<file path="src/rtl/alu_seq_unit.sv">
// -----------------------------------------------------------------------------
// alu_seq_unit
//
// Multi-cycle ALU for the DAPA2014 datapath, feeding the status register.
// Produces a registered result plus flags {v,n,z,c} and pulses ws so the
// status register latches the flags. Logic and add/sub ops complete in one
// cycle. Shifts iterate one bit per cycle. The optional shift-add multiply
// iterates one multiplier bit per cycle.
//
// Build option:
//   ALU_SEQ_MUL_EN  when defined, op 4'b1000 is an unsigned multiply (low
//                   WIDTH bits of a*b). When undefined, op 4'b1000 is an
//                   illegal op and no multiplier logic exists.
//
// Ports:
//   clk     in   1      clock, rising edge
//   reset   in   1      synchronous, active-high; aborts any op in flight
//   start   in   1      request, sampled only while idle
//   op      in   4      operation code, latched with start
//   a       in   WIDTH  operand A, latched with start
//   b       in   WIDTH  operand B; shift amount is b[SAW-1:0]
//   result  out  WIDTH  registered result, holds until the next done
//   v,n,z,c out  1      registered flags, valid while ws=1, hold afterwards
//   ws      out  1      one-cycle flag write strobe (legal ops only)
//   busy    out  1      high from the cycle after accept through the done cycle
//   done    out  1      one-cycle completion pulse
// -----------------------------------------------------------------------------
module alu_seq_unit #(
    parameter int WIDTH = 8,
    parameter int SAW   = $clog2(WIDTH)
) (
    input  logic             clk,
    input  logic             reset,
    input  logic             start,
    input  logic [3:0]       op,
    input  logic [WIDTH-1:0] a,
    input  logic [WIDTH-1:0] b,
    output logic [WIDTH-1:0] result,
    output logic             v,
    output logic             n,
    output logic             z,
    output logic             c,
    output logic             ws,
    output logic             busy,
    output logic             done
);

    // Counter holds up to WIDTH (multiply iterations), so one extra bit.
    localparam int CW = SAW + 1;

    localparam logic [3:0] OP_ADD = 4'b0000;
    localparam logic [3:0] OP_SUB = 4'b0001;
    localparam logic [3:0] OP_AND = 4'b0010;
    localparam logic [3:0] OP_OR  = 4'b0011;
    localparam logic [3:0] OP_XOR = 4'b0100;
    localparam logic [3:0] OP_NOT = 4'b0101;
    localparam logic [3:0] OP_SHL = 4'b0110;
    localparam logic [3:0] OP_SHR = 4'b0111;
`ifdef ALU_SEQ_MUL_EN
    localparam logic [3:0] OP_MUL = 4'b1000;
`endif

    typedef enum logic [1:0] {
        S_IDLE = 2'd0,
        S_EXEC = 2'd1,
        S_FIN  = 2'd2
    } state_t;

    // Two's-complement overflow: operands of equal sign whose sum flips sign.
    function automatic logic add_ovf(input logic signed [WIDTH-1:0] x,
                                     input logic signed [WIDTH-1:0] y,
                                     input logic signed [WIDTH-1:0] s);
        return (x[WIDTH-1] == y[WIDTH-1]) && (s[WIDTH-1] != x[WIDTH-1]);
    endfunction

    // Subtraction overflows when operand signs differ and the result takes
    // the sign of the subtrahend.
    function automatic logic sub_ovf(input logic signed [WIDTH-1:0] x,
                                     input logic signed [WIDTH-1:0] y,
                                     input logic signed [WIDTH-1:0] s);
        return (x[WIDTH-1] != y[WIDTH-1]) && (s[WIDTH-1] != x[WIDTH-1]);
    endfunction

    // Control state
    state_t           state_q, state_d;
    logic             busy_q, busy_d;
    logic             done_q, done_d;
    logic             ws_q, ws_d;

    // Architectural outputs
    logic [WIDTH-1:0] result_q, result_d;
    logic             v_q, v_d;
    logic             n_q, n_d;
    logic             z_q, z_d;
    logic             c_q, c_d;

    // Iteration datapath (not reset; only meaningful while in EXEC)
    logic [3:0]       op_q, op_d;
    logic [CW-1:0]    cnt_q, cnt_d;
    logic [WIDTH-1:0] sh_q, sh_d;

`ifdef ALU_SEQ_MUL_EN
    logic [2*WIDTH-1:0] prod_q, prod_d;
    logic [2*WIDTH-1:0] mcand_q, mcand_d;
    logic [WIDTH-1:0]   mplier_q, mplier_d;
    logic [2*WIDTH-1:0] prod_nx;
`endif

    // Completion request gathered from every op path, applied once at the end.
    logic             fin;
    logic [WIDTH-1:0] fin_res;
    logic             fin_c;
    logic             fin_v;
    logic             ill;

    logic [WIDTH:0]   sum;
    logic [WIDTH:0]   diff;

    always_comb begin
        state_d  = state_q;
        busy_d   = busy_q;
        done_d   = 1'b0;
        ws_d     = 1'b0;
        result_d = result_q;
        v_d      = v_q;
        n_d      = n_q;
        z_d      = z_q;
        c_d      = c_q;
        op_d     = op_q;
        cnt_d    = cnt_q;
        sh_d     = sh_q;
        fin      = 1'b0;
        fin_res  = '0;
        fin_c    = 1'b0;
        fin_v    = 1'b0;
        ill      = 1'b0;
        sum      = {1'b0, a} + {1'b0, b};
        diff     = {1'b0, a} - {1'b0, b};
`ifdef ALU_SEQ_MUL_EN
        prod_d   = prod_q;
        mcand_d  = mcand_q;
        mplier_d = mplier_q;
        prod_nx  = mplier_q[0] ? (prod_q + mcand_q) : prod_q;
`endif

        case (state_q)
            S_IDLE: begin
                busy_d = 1'b0;
                if (start) begin
                    busy_d = 1'b1;
                    op_d   = op;
                    case (op)
                        OP_ADD: begin
                            fin     = 1'b1;
                            fin_res = sum[WIDTH-1:0];
                            fin_c   = sum[WIDTH];
                            fin_v   = add_ovf(a, b, sum[WIDTH-1:0]);
                        end
                        OP_SUB: begin
                            // Top bit of the extended difference is the borrow.
                            fin     = 1'b1;
                            fin_res = diff[WIDTH-1:0];
                            fin_c   = diff[WIDTH];
                            fin_v   = sub_ovf(a, b, diff[WIDTH-1:0]);
                        end
                        OP_AND: begin
                            fin     = 1'b1;
                            fin_res = a & b;
                        end
                        OP_OR: begin
                            fin     = 1'b1;
                            fin_res = a | b;
                        end
                        OP_XOR: begin
                            fin     = 1'b1;
                            fin_res = a ^ b;
                        end
                        OP_NOT: begin
                            fin     = 1'b1;
                            fin_res = ~a;
                        end
                        OP_SHL, OP_SHR: begin
                            // Zero-amount shifts skip EXEC entirely.
                            if (b[SAW-1:0] == '0) begin
                                fin     = 1'b1;
                                fin_res = a;
                            end else begin
                                state_d = S_EXEC;
                                cnt_d   = {1'b0, b[SAW-1:0]};
                                sh_d    = a;
                            end
                        end
`ifdef ALU_SEQ_MUL_EN
                        OP_MUL: begin
                            state_d  = S_EXEC;
                            cnt_d    = CW'(WIDTH);
                            prod_d   = '0;
                            mcand_d  = {{WIDTH{1'b0}}, a};
                            mplier_d = b;
                        end
`endif
                        default: ill = 1'b1;
                    endcase
                end
            end

            S_EXEC: begin
                cnt_d = cnt_q - CW'(1);
                case (op_q)
                    OP_SHL: begin
                        sh_d = {sh_q[WIDTH-2:0], 1'b0};
                        if (cnt_q == CW'(1)) begin
                            fin     = 1'b1;
                            fin_res = sh_d;
                            fin_c   = sh_q[WIDTH-1];
                        end
                    end
                    OP_SHR: begin
                        sh_d = {1'b0, sh_q[WIDTH-1:1]};
                        if (cnt_q == CW'(1)) begin
                            fin     = 1'b1;
                            fin_res = sh_d;
                            fin_c   = sh_q[0];
                        end
                    end
`ifdef ALU_SEQ_MUL_EN
                    OP_MUL: begin
                        prod_d   = prod_nx;
                        mcand_d  = {mcand_q[2*WIDTH-2:0], 1'b0};
                        mplier_d = {1'b0, mplier_q[WIDTH-1:1]};
                        if (cnt_q == CW'(1)) begin
                            fin     = 1'b1;
                            fin_res = prod_nx[WIDTH-1:0];
                            fin_c   = |prod_nx[2*WIDTH-1:WIDTH];
                            fin_v   = |prod_nx[2*WIDTH-1:WIDTH];
                        end
                    end
`endif
                    default: begin
                        // Unreachable: only iterative ops enter EXEC.
                        state_d = S_IDLE;
                        busy_d  = 1'b0;
                    end
                endcase
            end

            S_FIN: begin
                state_d = S_IDLE;
                busy_d  = 1'b0;
            end

            default: begin
                state_d = S_IDLE;
                busy_d  = 1'b0;
            end
        endcase

        if (fin) begin
            state_d  = S_FIN;
            result_d = fin_res;
            v_d      = fin_v;
            c_d      = fin_c;
            n_d      = fin_res[WIDTH-1];
            z_d      = (fin_res == '0);
            ws_d     = 1'b1;
            done_d   = 1'b1;
        end

        // Illegal op: completes without a flag write, flags keep their value.
        if (ill) begin
            state_d  = S_FIN;
            result_d = '0;
            done_d   = 1'b1;
        end
    end

    always_ff @(posedge clk) begin
        op_q  <= op_d;
        cnt_q <= cnt_d;
        sh_q  <= sh_d;
`ifdef ALU_SEQ_MUL_EN
        prod_q   <= prod_d;
        mcand_q  <= mcand_d;
        mplier_q <= mplier_d;
`endif
        if (reset) begin
            state_q  <= S_IDLE;
            busy_q   <= 1'b0;
            done_q   <= 1'b0;
            ws_q     <= 1'b0;
            result_q <= '0;
            v_q      <= 1'b0;
            n_q      <= 1'b0;
            z_q      <= 1'b0;
            c_q      <= 1'b0;
        end else begin
            state_q  <= state_d;
            busy_q   <= busy_d;
            done_q   <= done_d;
            ws_q     <= ws_d;
            result_q <= result_d;
            v_q      <= v_d;
            n_q      <= n_d;
            z_q      <= z_d;
            c_q      <= c_d;
        end
    end

    assign result = result_q;
    assign v      = v_q;
    assign n      = n_q;
    assign z      = z_q;
    assign c      = c_q;
    assign ws     = ws_q;
    assign busy   = busy_q;
    assign done   = done_q;

endmodule

</file>
<file path="config.mk">
export PLATFORM = sky130hd
export DESIGN_NAME = alu_seq_unit
export DESIGN_NICKNAME = d
export VERILOG_FILES = /design/src/rtl/alu_seq_unit.sv
export SDC_FILE = /design/constraint.sdc
export NUM_CORES = 1
export LEC_CHECK = 0
export ABC_AREA = 1
export BUFFER_PORTS_ARGS = -buffer_cell sky130_fd_sc_hd__buf_2
export CORE_MARGIN = 2
export CORE_UTILIZATION = 50
export CTS_CLUSTER_SIZE = 14
export DETAILED_ROUTE_END_ITERATION = 7
export GPL_ROUTABILITY_DRIVEN = 0
export PLACE_DENSITY = 0.73
export SYNTH_ARGS = -nofsm -noshare
export SYNTH_HDL_FRONTEND = slang
export SYNTH_SLANG_ARGS = --single-unit
</file>
<file path="constraint.sdc">
create_clock -name clk -period 2 [get_ports clk]
set_clock_uncertainty 0.1 [all_clocks]
set_input_delay 0.4 -clock clk [delete_from_list [all_inputs] [get_ports clk]]
set_output_delay 0.4 -clock clk [all_outputs]
set_load 0.02 [all_outputs]
</file>
# --- Yosys cells after proc, flatten, opt, wreduce, memory -nomap -nowiden ---
# Cells that the tools add are included.
word_totals:
  ff_bits: 33
  latchBits: 0
  rom_bits: 0
  mem_count: 0
  out_inout_bits: 15
  input_bits: 23
  ramBits: 0
  wordCells: 108
op_classes:
  mux: 46
  n_div: 0
  n_addsub: 3
  eq_ne: 24
  n_reduce_logical: 18
  shift: 0
  bitwise: 4
  n_mul: 0
  order_cmp: 0
op_table:
  columns: ["cell", "count"]
  rows:
  - ["$pmux W8 S2", 4]
  - ["$pmux W8 S7", 1]
  - ["$mux W8", 6]
  - ["$eq A4 B3 Y1 const B", 6]
  - ["$mux W1", 16]
  - ["$pmux W1 S2", 7]
  - ["$mux W2", 6]
  - ["$mux W4", 3]
  - ["$ne A4 B4 Y1 const B", 3]
  - ["$reduce_and A4 Y1", 3]
  - ["$add A8 B8 Y9", 1]
  - ["$sub A8 B8 Y9", 1]
  - ["$and A8 B8 Y8", 1]
  - ["$eq A4 B1 Y1 const B", 2]
  - ["$eq A4 B2 Y1 const B", 2]
  - ["$logic_not A8 Y1", 1]
  - ["$not A8 Y8", 1]
  - ["$or A8 B8 Y8", 1]
  - ["$pmux W4 S2", 1]
  - ["$reduce_or A8 Y1", 1]
  - ["$xor A8 B8 Y8", 1]
  - ["$mux W7", 1]
  - ["$ne A2 B2 Y1 const B", 3]
  - ["$reduce_or A2 Y1", 3]
  - ["other kinds (17)", 20]

# --- Logic depth before layout (Yosys ltp) ---
depth:
  ltp_word: 7
  depth_mapped: 17
  mapped_depth_nobuf: 17

# --- Least setup slack after synthesis ---
# Ideal clock, no wire load.
synth_path:
  path_type: "input-to-reg"
  start: "input port a[0]"
  end: "register z_q (netlist: z)"
  arrival_time_ns: 1.930
  setup_ns: 0.066
  path_stages: 17
  slack_ns: -0.096
  required_ns: 1.834
  n_path_buf: 0
  cell_sequence: "inv_1 -> ha_1 -> inv_1 -> fa_1 -> inv_1 -> nand2_1 -> nand2_1 -> nor2_1 -> nor2_1 -> nand3_1 -> nand2_1 -> nand2_1 -> nor2_1 -> nand3_1 -> nor2_1 -> nand3_1 -> a21oi_2"
synth_between:
  elab_chain_len: 5
  word_cells_on_any_way: 11
synth_lines:
  columns: ["item", "line_no", "rtl"]
  rows:
  - ["from (decl)", "36", "input logic [WIDTH-1:0] a,"]
  - ["$sub A8 B8 Y9, or another cell as far along", "138", "diff = {1'b0, a} - {1'b0, b};"]
  - ["$pmux W8 S7 (*)", "152", "case (op)"]
  - ["$mux W8 (*)", "149", "if (start) begin"]
  - ["$pmux W8 S2 (*)", "146", "case (state_q)"]
  - ["$logic_not A8 Y1 (*)", "264", "z_d = (fin_res == '0);"]
  - ["to (signal assigned)", "304", "z_q <= z_d;"]
  - ["to (decl)", "94", "logic z_q, z_d;"]
# Every way passes the cells marked *; elsewhere a longest branch is shown, timed or not.
# A chain may end at the register's enable or synchronous reset.

# --- Worst setup path in the final report ---
layout_path:
  start: "input port b[1]"
  end: "register z_q (netlist: z)"
layout_between:
  elab_chain_len: 6
  word_cells_on_any_way: 15
layout_lines:
  columns: ["item", "line_no", "rtl"]
  rows:
  - ["from (decl)", "37", "input logic [WIDTH-1:0] b,"]
  - ["branches (longest 6 deep; another with $sub A8 B8 Y9)", null, null]
# Parallel ways; which one is timed is not known.

==> out/metrics.yaml <==
timing:
  rsz0062_at_grt: "yes"
  setup_viol_count_final: 3
  period_needed_ps: 2060
  hold_viol_final: 0
  post-route-period-util: 1.03
  timing.hold.ws_ps: 255
  layout_setup_ws_ps: -59.0
  slew_headroom: 0.674
  tightest_slew_ps: 487
  slew_viol_final: 0
  fmax_mhz: 486
  fin_tns_setup_ps: -119
drt:
  wl_per_cell_um: 14.4
  routed_wl_um: 9400
  dr_total_vias: 3526
  via_per_inst: 5.40
  ant_nets: 0
  route.detailed.drc: 1
  dr.first_iter.drc_count: 368
  dr.pass1.iters: 8
synth:
  syn_avg_cell_area_um2: 6.52
  synth_common_cells: "nand2_1, inv_1, nand3_1"
  synth.most_common_cell: "nand2_1"
  synth_nets: 501
  synth_seq_area_share: 0.280
  synth_cell_type_count: 34
  async_flop_share: 0
  netlist_area_um2: 2940
  synth_flop_cell: "dfxtp_1"
  yosys.area.top_type: "edfxtp_1"
  synthTopCellsByArea: "edfxtp_1, nand2_1, dfxtp_1, ha_1, nand3_1"
  synth_top_area_frac: 0.164
  synth-edff-count: 16
  ys_ff_latch: 33
  synth_warnings: 0
  netlist_instances: 450
global_route:
  grt_pass1_wl_um: 14900
  antenna_found_initial: 0
  gr-total-overflow: 0
  grt_max_degree: 14
  gr-usage-all-layers: 0.295
  grt_pass1_vias: 3420
floorplanning:
  fp.dieArea_um2: 6500
  fp.coreArea_um2: 5570
  die_h_um: 80.6
  die_x_um: 80.6
  initial_core_util: 0.527
  row_count: 27
  ios: 38
critical_path:
  crit_type: "primary input to flop"
  rr_worst_depth: 13
  cp_max_fo: 4
  crit_path_max_incr_delay_ps: 380
  r2r_slack_ps: 30
  r2r-end: "z"
  crit_chain: "buf_8, clkinvlp_4, buf_12, fa_2, inv_2, nand2_1, nand2_1, nor2_1, nor2_1, nand3_1, nand2_1, nand2_2, nor2_2, nand3_1, nor2_1, nand3_1, a21oi_2"
  required_ps: 2130
  arrival_ps: 2190
  critPathLaunch: "b[1]"
  critPathLaunchType: "primary input"
  reg2reg_from: "cnt_q[0]"
  endpoint_kind: "flop"
  critPathSlowestCell: "fa_2"
placement:
  post-dp-hpwl_um: 7180
  place_inst: 642
  portBuffers: 37
  placed_cell_area_um2: 3890
  dpl_worst_slack_ps: -394
clock_network:
  cts.sinks: 33
  cts.clk_slew.worst_paths_ps: 70
  cts_tree: "built"
  worstSkewPairLatency_ps: 290
  cts_made_buffers: 5
  htreeDepth: 2
  hold_buffers: 0
  clockBufferDepth: 2
  root_buffer: "clkbuf_8"
run_status:
  status: "finished, violations left"
  violations: "design-rule violations, negative setup slack"
min_path:
  hp-class: "primary input to flop"
  hold_start: "reset"
  worst_hold_path.endpoint: "z"
  hold_depth: 2
final_layout:
  area_growth_syn_to_layout_pct: 45.3
  multi_input_area_um2: 2040
  regArea_um2: 821
  layout-drive-gt1-share: 0.360
  final_net_count: 631
  design_area_um2: 4270
  antenna_cells: 0
  fill_cells: 415
  final_cells: 653
job:
  cap_violations: 0
pwr:
  power.density_nw_per_um2: 452
  peakVddDrop_v: 0.000353
  power_leakage_nw: 2.21
-- report_power, final --
part	internal, mW	switching (mW)
combinational	0.302	0.385
sequential	0.736	0.0128
clock	0.241	0.250
-- critical path, delay by kind of cell --
kind / cells / cell delay [ps]
and+or+nand+nor: 11 / 840
buffers and inverters: 4 / 460
adders and majority gates: 1 / 380
AOI/OAI and AO/OA: 1 / 110
-- placed cells by master, fill, tap and decap left out, types with 2 or more instances in the layout --
cell,netlist,layout
a21oi_1,25,15
a21oi_2,1,10
a31oi_1,3,3
buf_2,2,34
buf_4,0,90
buf_6,1,3
buf_8,0,2
clkbuf_8,0,5
clkinv_2,0,2
dfxtp_1,17,17
edfxtp_1,16,16
fa_2,0,2
ha_1,26,18
ha_4,0,7
inv_1,76,69
inv_2,1,6
inv_4,1,3
nand2_1,97,83
nand2_2,3,17
nand3_1,60,51
nand3_2,0,9
nand3b_1,3,3
nor2_1,51,45
nor2_2,3,9
nor3_1,4,4
o211ai_1,3,3
o21ai_0,33,29
o21ai_1,0,2
o21ai_2,0,2
o21bai_1,2,2
o22ai_1,3,3
xor2_1,3,2
-- area by class of cell --
type,count,area share
Clock buffer,5,0.0161
Tap cell,72,0.0211
Sequential cell,33,0.192
Clock inverter,3,0.00381
Multi-Input combinational cell,332,0.478
Inverter,78,0.0707
Timing Repair Buffer,130,0.218
-- metal layers --
layer | track usage | part of all wire
met2 | 0.538 | 0.49
met3 | 0.0281 | 0.086
met4 | 0.0949 | 0.024
met1 | 0.361 | 0.40
met5 | 0 | 0
-- worst max-delay path by stage --
stage | end | cells after the start | slack, ps
floorplan | z | 17 | -40
global placement | z | 17 | -360
detailed placement | z | 17 | -390
CTS | z | 15 | -10
global route | z | 17 | -230
finish | z | 17 | -60
-- kinds of logic (layout without fill, tap and decap cells) --
kind of cell | count (synthesis) | in the layout | share of synthesized area
AOI/OAI and AO/OA | 74 | 74 | 0.138
and+or+nand+nor | 226 | 226 | 0.333
adders and majority gates | 28 | 28 | 0.124
buffers and inverters | 85 | 216 | 0.113
DFF | 33 | 33 | 0.280
xor gates and xnor gates | 4 | 4 | 0.0119
-- sequential cells by signal (all words and copies together) (netlist names) --
| name | cells |
|---|---|
| result | 8 |
| sh_q | 8 |
| cnt_q | 4 |
| op_q | 4 |
| state_q | 2 |
| busy | 1 |
| c | 1 |
| done | 1 |
| n | 1 |
| v | 1 |
| ws | 1 |
| z | 1 |
-- stage by stage --
stage                      util  power [mW]
after detailed placement  0.698        1.35
after floorplan               -        1.07
after CTS                 0.723        1.84
after global placement    0.698        1.34
after global routing      0.765        2.02
final                     0.765        1.93
-- timing repair --
item | in CTS | in global routing
hold endpoints to repair | 0 | 0
endpoints found under the setup margin | 5 | 16
setup buffers | 1 | 2
gates resized for setup | 13 | 57
pin swaps | 11 | 29
(Power assumes the default switching activity.)
